--- config.mk ---
export PLATFORM = sky130hd
export DESIGN_NAME = operand_fetch_seq
export DESIGN_NICKNAME = d
export VERILOG_FILES = /design/src/rtl/operand_fetch_seq.sv
export SDC_FILE = /design/constraint.sdc
export NUM_CORES = 1
export LEC_CHECK = 0
export CELL_PAD_IN_SITES_DETAIL_PLACEMENT = 2
export CELL_PAD_IN_SITES_GLOBAL_PLACEMENT = 2
export CORE_MARGIN = 1
export CORE_UTILIZATION = 25
export CTS_BUF_LIST = sky130_fd_sc_hd__clkbuf_2 sky130_fd_sc_hd__clkbuf_4 sky130_fd_sc_hd__clkbuf_8
export CTS_CLUSTER_DIAMETER = 30
export DETAILED_ROUTE_END_ITERATION = 10
export PLACE_DENSITY_LB_ADDON = 0.1
export SETUP_SLACK_MARGIN = 0.2
export SLEW_MARGIN = 10
export SYNTH_ARGS = -nofsm -noshare
export SYNTH_HDL_FRONTEND = slang
export SYNTH_SLANG_ARGS = --single-unit
--- constraint.sdc ---
create_clock -name clk -period 2.3 [get_ports clk]
set_input_delay 0.345 -clock clk [delete_from_list [all_inputs] [get_ports clk]]
set_output_delay 0.345 -clock clk [all_outputs]
set_load 0.01 [all_outputs]
--- src/rtl/operand_fetch_seq.sv ---
// Operand fetch sequencer: reads rs1 then (optionally) rs2 through one register-file
// read port, with same-cycle write bypass, and presents both operands together.
module operand_fetch_seq #(
  parameter int XLEN = 32,
  parameter int AW   = 5
) (
  input  logic            clk,
  input  logic            rst,
  input  logic            req_valid,
  output logic            req_ready,
  input  logic [AW-1:0]   req_rs1,
  input  logic [AW-1:0]   req_rs2,
  input  logic            req_use_rs2,
  output logic [AW-1:0]   rf_read_reg,
  input  logic [XLEN-1:0] rf_read_data,
  input  logic            wb_reg_write,
  input  logic [AW-1:0]   wb_write_reg,
  input  logic [XLEN-1:0] wb_write_data,
  output logic            op_valid,
  input  logic            op_ready,
  output logic [XLEN-1:0] op_rs1_data,
  output logic [XLEN-1:0] op_rs2_data
);

  typedef enum logic [1:0] {IDLE, RD1, RD2, DONE} state_t;

  state_t          state, state_nxt;
  logic [AW-1:0]   rs1_q, rs2_q;
  logic            use_rs2_q;
  logic [XLEN-1:0] cap_data;

  assign req_ready = (state == IDLE);
  assign op_valid  = (state == DONE);

  always_comb begin
    state_nxt   = state;
    rf_read_reg = '0;
    case (state)
      IDLE: if (req_valid) state_nxt = RD1;
      RD1: begin
        rf_read_reg = rs1_q;
        state_nxt   = use_rs2_q ? RD2 : DONE;
      end
      RD2: begin
        rf_read_reg = rs2_q;
        state_nxt   = DONE;
      end
      DONE: if (op_ready) state_nxt = IDLE;
      default: state_nxt = IDLE;
    endcase
  end

  // A write landing on the register being read wins over the stale port data; x0 stays zero.
  always_comb begin
    cap_data = '0;
    if (rf_read_reg != '0) begin
      if (wb_reg_write && (wb_write_reg == rf_read_reg)) cap_data = wb_write_data;
      else                                               cap_data = rf_read_data;
    end
  end

  always_ff @(posedge clk) begin
    if (rst) begin
      state       <= IDLE;
      rs1_q       <= '0;
      rs2_q       <= '0;
      use_rs2_q   <= 1'b0;
      op_rs1_data <= '0;
      op_rs2_data <= '0;
    end else begin
      state <= state_nxt;
      case (state)
        IDLE: if (req_valid) begin
          rs1_q     <= req_rs1;
          rs2_q     <= req_rs2;
          use_rs2_q <= req_use_rs2;
        end
        RD1: begin
          op_rs1_data <= cap_data;
          if (!use_rs2_q) op_rs2_data <= '0;
        end
        RD2: op_rs2_data <= cap_data;
        default: ;
      endcase
    end
  end

endmodule
Word level (Yosys, flattened, before mapping)
Index checks and enable logic that the tools add are counted.
{"block": "op_classes", "n_reduce_logical": 7, "muxes": 9, "eq_ne": 7}
{"operator": "32-bit 2-to-1 mux", "n": 3}
{"operator": "32-bit case mux with 2 select lines", "n": 1}
{"operator": "5-bit case mux with 2 select lines", "n": 1}
{"operator": "2-bit case mux with 4 select lines", "n": 1}
{"operator": "2-bit AND reduction", "n": 3}
{"operator": "5-bit == test", "n": 1}
{"operator": "5-bit nonzero test", "n": 1}
{"operator": "2-bit == test, second input constant", "n": 2}
{"operator": "2-bit 2-to-1 mux", "n": 2}
{"operator": "2-bit != test, second input constant", "n": 2}
{"operator": "2-bit by 1-bit == test with 1-bit output, second input constant", "n": 1}
{"operator": "2-bit zero test", "n": 1}
{"operator": "2-bit by 1-bit != test with 1-bit output, second input constant", "n": 1}
{"operator": "2-bit nonzero test", "n": 1}
{"operator": "1-bit logical AND", "n": 1}
{"operator": "1-bit 2-to-1 mux", "n": 1}
{"block": "word_totals", "output_inout_bits": 71, "inputBits": 85, "regBits": 77}

Logic depth before layout (Yosys ltp)
Gate-level depths: netlist of run 1.
{"block": "depth", "ltp_word": 7, "depth_mapped": 10, "ltp_nobuf": 7}

Worst setup path before layout of run 1
No wires, ideal clock.
{"block": "synth_path", "path_kind": "register to register", "from": "register state[0]", "to": "register op_rs1_data[0]", "required_ps": 2221, "arrival_time_ps": 1995, "stages_incl_launch_ff": 11, "slack_ps": 226, "synth_period_minus_slack_ps": 2074, "path_cell_list": "dfxtp_1 -> inv_1 -> ha_1 -> inv_2 -> buf_2 -> o21ai_0 -> and4b_1 -> buf_2 -> buf_1 -> nand4_1 -> o211ai_1"}
{"block": "synth_via", "elab_chain_cells": 6}
{"item": "from (decl)", "line_no": "27", "source": "state_t state, state_nxt;"}
{"item": "from (signal assigned)", "line_no": "71", "source": "state <= state_nxt;"}
{"item": "2-bit == test / 2-bit by 1-bit == test with 1-bit output (equally long branches)", "line_no": "38, 72"}
{"item": "5-bit case mux with 2 select lines", "line_no": "38", "source": "case (state)"}
{"item": "5-bit == test", "line_no": "57", "source": "if (wb_reg_write && (wb_write_reg == rf_read_reg)) cap_data = wb_write_data;"}
{"item": "1-bit logical AND", "line_no": "57"}
{"item": "32-bit 2-to-1 mux", "line_no": "57"}
{"item": "32-bit 2-to-1 mux", "line_no": "56", "source": "if (rf_read_reg != '0) begin"}
{"item": "to (signal assigned)", "line_no": "79", "source": "op_rs1_data <= cap_data;"}
{"item": "to (decl)", "line_no": "21", "source": "output logic [XLEN-1:0] op_rs1_data,"}
Several ways; a longest one is shown, not always the timed one.
A chain may end at the register's enable or synchronous reset.

Worst setup path in the final report of run 1
{"block": "layout_path", "from": "register state[1]", "to": "register op_rs1_data[0]"}
Same word-level chain as after synthesis.

==> results of run 1 <==
[layout make-up]
class | instances | share of cell area
clock inverter | 3 | 0.006780
timing repair buffer | 192 | 0.3064
clock buffer | 12 | 0.02392
multi-input combinational | 402 | 0.3653
sequential | 77 | 0.2331
tap | 220 | 0.04143
inverter | 38 | 0.02298
[worst max path at each step]
stage                      endpoint  cells past startpoint
floorplan            op_rs1_data[0]                     10
global placement    op_rs2_data[23]                      9
detailed placement   op_rs2_data[5]                      8
CTS                  rf_read_reg[1]                      6
global route         op_rs1_data[0]                      9
finish               op_rs1_data[0]                      9
[cells by family (layout without fill, tap and decap cells)]
family	after synthesis	in the layout
buffers and inverters	106	245
AND/OR/NAND/NOR	238	238
flip-flops	77	77
adder cells (fa/ha/maj)	4	4
AO/OA/AOI/OAI	160	160
[routing by layer]
layer	part of all wire	routed length (µm)	global-route usage	vias to the layer above
met2	0.50	9635	0.3799	109
met1	0.45	8718	0.2650	2485
met3	0.033	628	0.02740	14
li1	-	-	-	2381
met4	0.011	210	0.05682	0
met5	0	0	0	-
[placed cells by master (no fill, tap or decap), drive strengths merged, types with 3 or more instances in the layout]
| master | netlist | routed |
|---|---|---|
| a22oi | 5 | 5 |
| buf | 38 | 34 |
| a21oi | 17 | 17 |
| a211oi | 64 | 64 |
| inv | 38 | 38 |
| nor2 | 7 | 7 |
| nand2 | 152 | 152 |
| dfxtp | 77 | 77 |
| clkdlybuf4s50 | 0 | 150 |
| nor3 | 3 | 3 |
| and3 | 3 | 3 |
| dlygate4sd2 | 0 | 3 |
| ha | 4 | 4 |
| clkbuf | 30 | 16 |
| o211ai | 64 | 64 |
| nand4 | 64 | 64 |
| o21ai | 3 | 3 |
[critical path, cell delays in order (launching register included)]
cell      delay, ns
dfxtp_4        0.41
inv_6          0.05
ha_4           0.19
a22oi_2        0.21
buf_4          0.16
nor3_2         0.03
and4b_2        0.30
and3_4         0.34
buf_6          0.20
o211ai_1       0.12
[repair_timing]
action | CTS | global route
hold buffers | 0 | 0
pin swaps | 4 | 19
setup endpoints to repair | 69 | 68
gates resized for setup | 28 | 13
gates cloned | 0 | 4
buffers inserted | 1 | 3
endpoints found under the hold margin | 0 | 0
[where the power goes]
part / internal (W) / switching, W
clock network: 0.000568 / 0.000545
registers: 0.00143 / 0.0000879
logic: 0.000693 / 0.00110
[stage by stage]
stage	total power, W	setup slack (ns)	hold WS [ns]	utilization
after detailed placement	0.003123	0.001743	0.4572	0.3714
after global placement	0.003078	0.1321	0.4555	0.3714
after CTS	0.004382	0.1478	0.4794	0.3893
final	0.004418	0.1789	0.4723	0.3978
after floorplan	0.002350	0.2261	0.4360	-
after global routing	0.004628	0.1046	0.5071	0.3978
[sequential cells by signal, summed over array words and instances (netlist names)]
signal and flops:
op_rs1_data 32, use_rs2_q 1, rs2_q 5, state 2, op_rs2_data 32, rs1_q 5
==> impl_metrics.toml, run 1 <==
[floorplanning]
die_h_um = 133.2
fp.dieArea_um2 = 17740
die_w_um = 133.2
core-area_um2 = 16700
start_util = 0.2576
pin_count = 156
rows = 47

[flow_run]
maxCapViolCount = 0

[drt]
finalWirelength_um = 19190
ant_nets = 0
drtIter0Drc = 172
viasPerCell = 5.285
wl_per_cell_um = 20.33
post-route-drc-count = 0
first_pass_iters = 4
via_count = 4989

[synth]
avgSynthCellArea_um2 = 7.353
synth_common_cells = "152 x nand2_1, 77 x dfxtp_1, 64 x a211oi_1, 64 x nand4_1, 64 x o211ai_1"
synth_async_sr_flop_share = 0
synth_warnings = 0
synth-simple-area-share = 0.2551
synth_cells = 585
syn-num-nets = 674
synth_edf_count = 0
synth_mux_area_frac = 0
yosysMostFrequentCell = "nand2_1"
synthFlopType = "dfxtp_1"
synth-seq-cells = 77
synth_area_leader_cell = "dfxtp_1"
synth_top_area_share = 0.3583
synth_top_family_by_area = "compound AO/OA/AOI/OAI gates"
synth_compound_area_frac = 0.2708
syn_area_um2 = 4302
yosys.area_share.xor_xnor = 0
synth_area_leaders = "dfxtp_1 36%, nand2_1 13%, a211oi_1 11%"
ys_types = 34
synth_adder_area_share = 0.01163
ys_seq_area_frac = 0.3583

[setup_path]
required_ns = 2.56
critPathKind = "flip-flop to flip-flop"
start_kind = "flip-flop"
cp_max_fo = 8
worst-r2r-cell-count = 9
worstReg2RegStart = "state[1]"
cp-startpoint = "state[1]"
rrSetupSlack_ns = 0.18
endpoint_kind = "flip-flop"
critPathArrivalTime_ns = 2.38
reg2reg_to = "op_rs1_data[0]"

[worst_hold_path]
whs_endpoint = "rs2_q[1]"
min_path_cells = 2
min-delay-start = "rs2_q[1]"
hp-class = "flip-flop to flip-flop"

[sta]
finalCritPeriodShare = 0.9222
slew_headroom = 0.3645
clock-skew-final_ns = 0.006390
finalHoldViolations = 0
rsz0062_at_grt = "yes"
tightest_slew_ns = 0.9511
setup_violations = 0
final.setup.tns_ns = 0
max_freq_mhz = 471.4
min_period_ns = 2.121
drv_slew = 0

[placement]
dpl_cell_area_um2 = 6202
numPlacedInstances = 921
hpwl_um = 12730
port_buffers = 155
gp_congestion = 0.7900

[layout]
drive_above_1_share = 0.1077
multi_input_area_um2 = 2427
stdcell_area_um2 = 6644
fin_cells = 944
nets = 809
area_growth_pct = 54.45
register_area_um2 = 1549
n_fill_cell = 1879
diodes = 0

[cts]
cts_buffers = 9
clkSinkCount = 77
clock_path_buffers = 2
insertion_delay_ns = 0.37
cts_root_buf = "clkbuf_8"
tritoncts = "done"
htreeDepth = 3
clkTransAtPathRegs_ns = 0.09

[global_routing]
grt_first_pass_wirelength_um = 29390
grt_max_degree = 67
antenna_found_initial = 0
grt-ovfl-total = 0
grt_pass1_vias = 5354
grt.total_usage = 0.2116

[power]
p_per_area_nw_per_um2 = 665.0
power_leakage_nw = 2.151
ir_drop_uv = 296.0

[run_status]
status = "finished, final reports clean"
Power figures use the tool's default switching activity.
==> inputs of run 2 (changes only) <==
CTS_CLUSTER_DIAMETER = 60   (was 30)
==> results of run 2 <==
Same layout as run 1: the final DEF is identical, and so are final timing and power.
==> inputs of run 3 (changes only) <==
SLEW_MARGIN = 20   (was 10)
==> results of run 3 <==
Same layout as run 1: the final DEF is identical, and so are final timing and power.
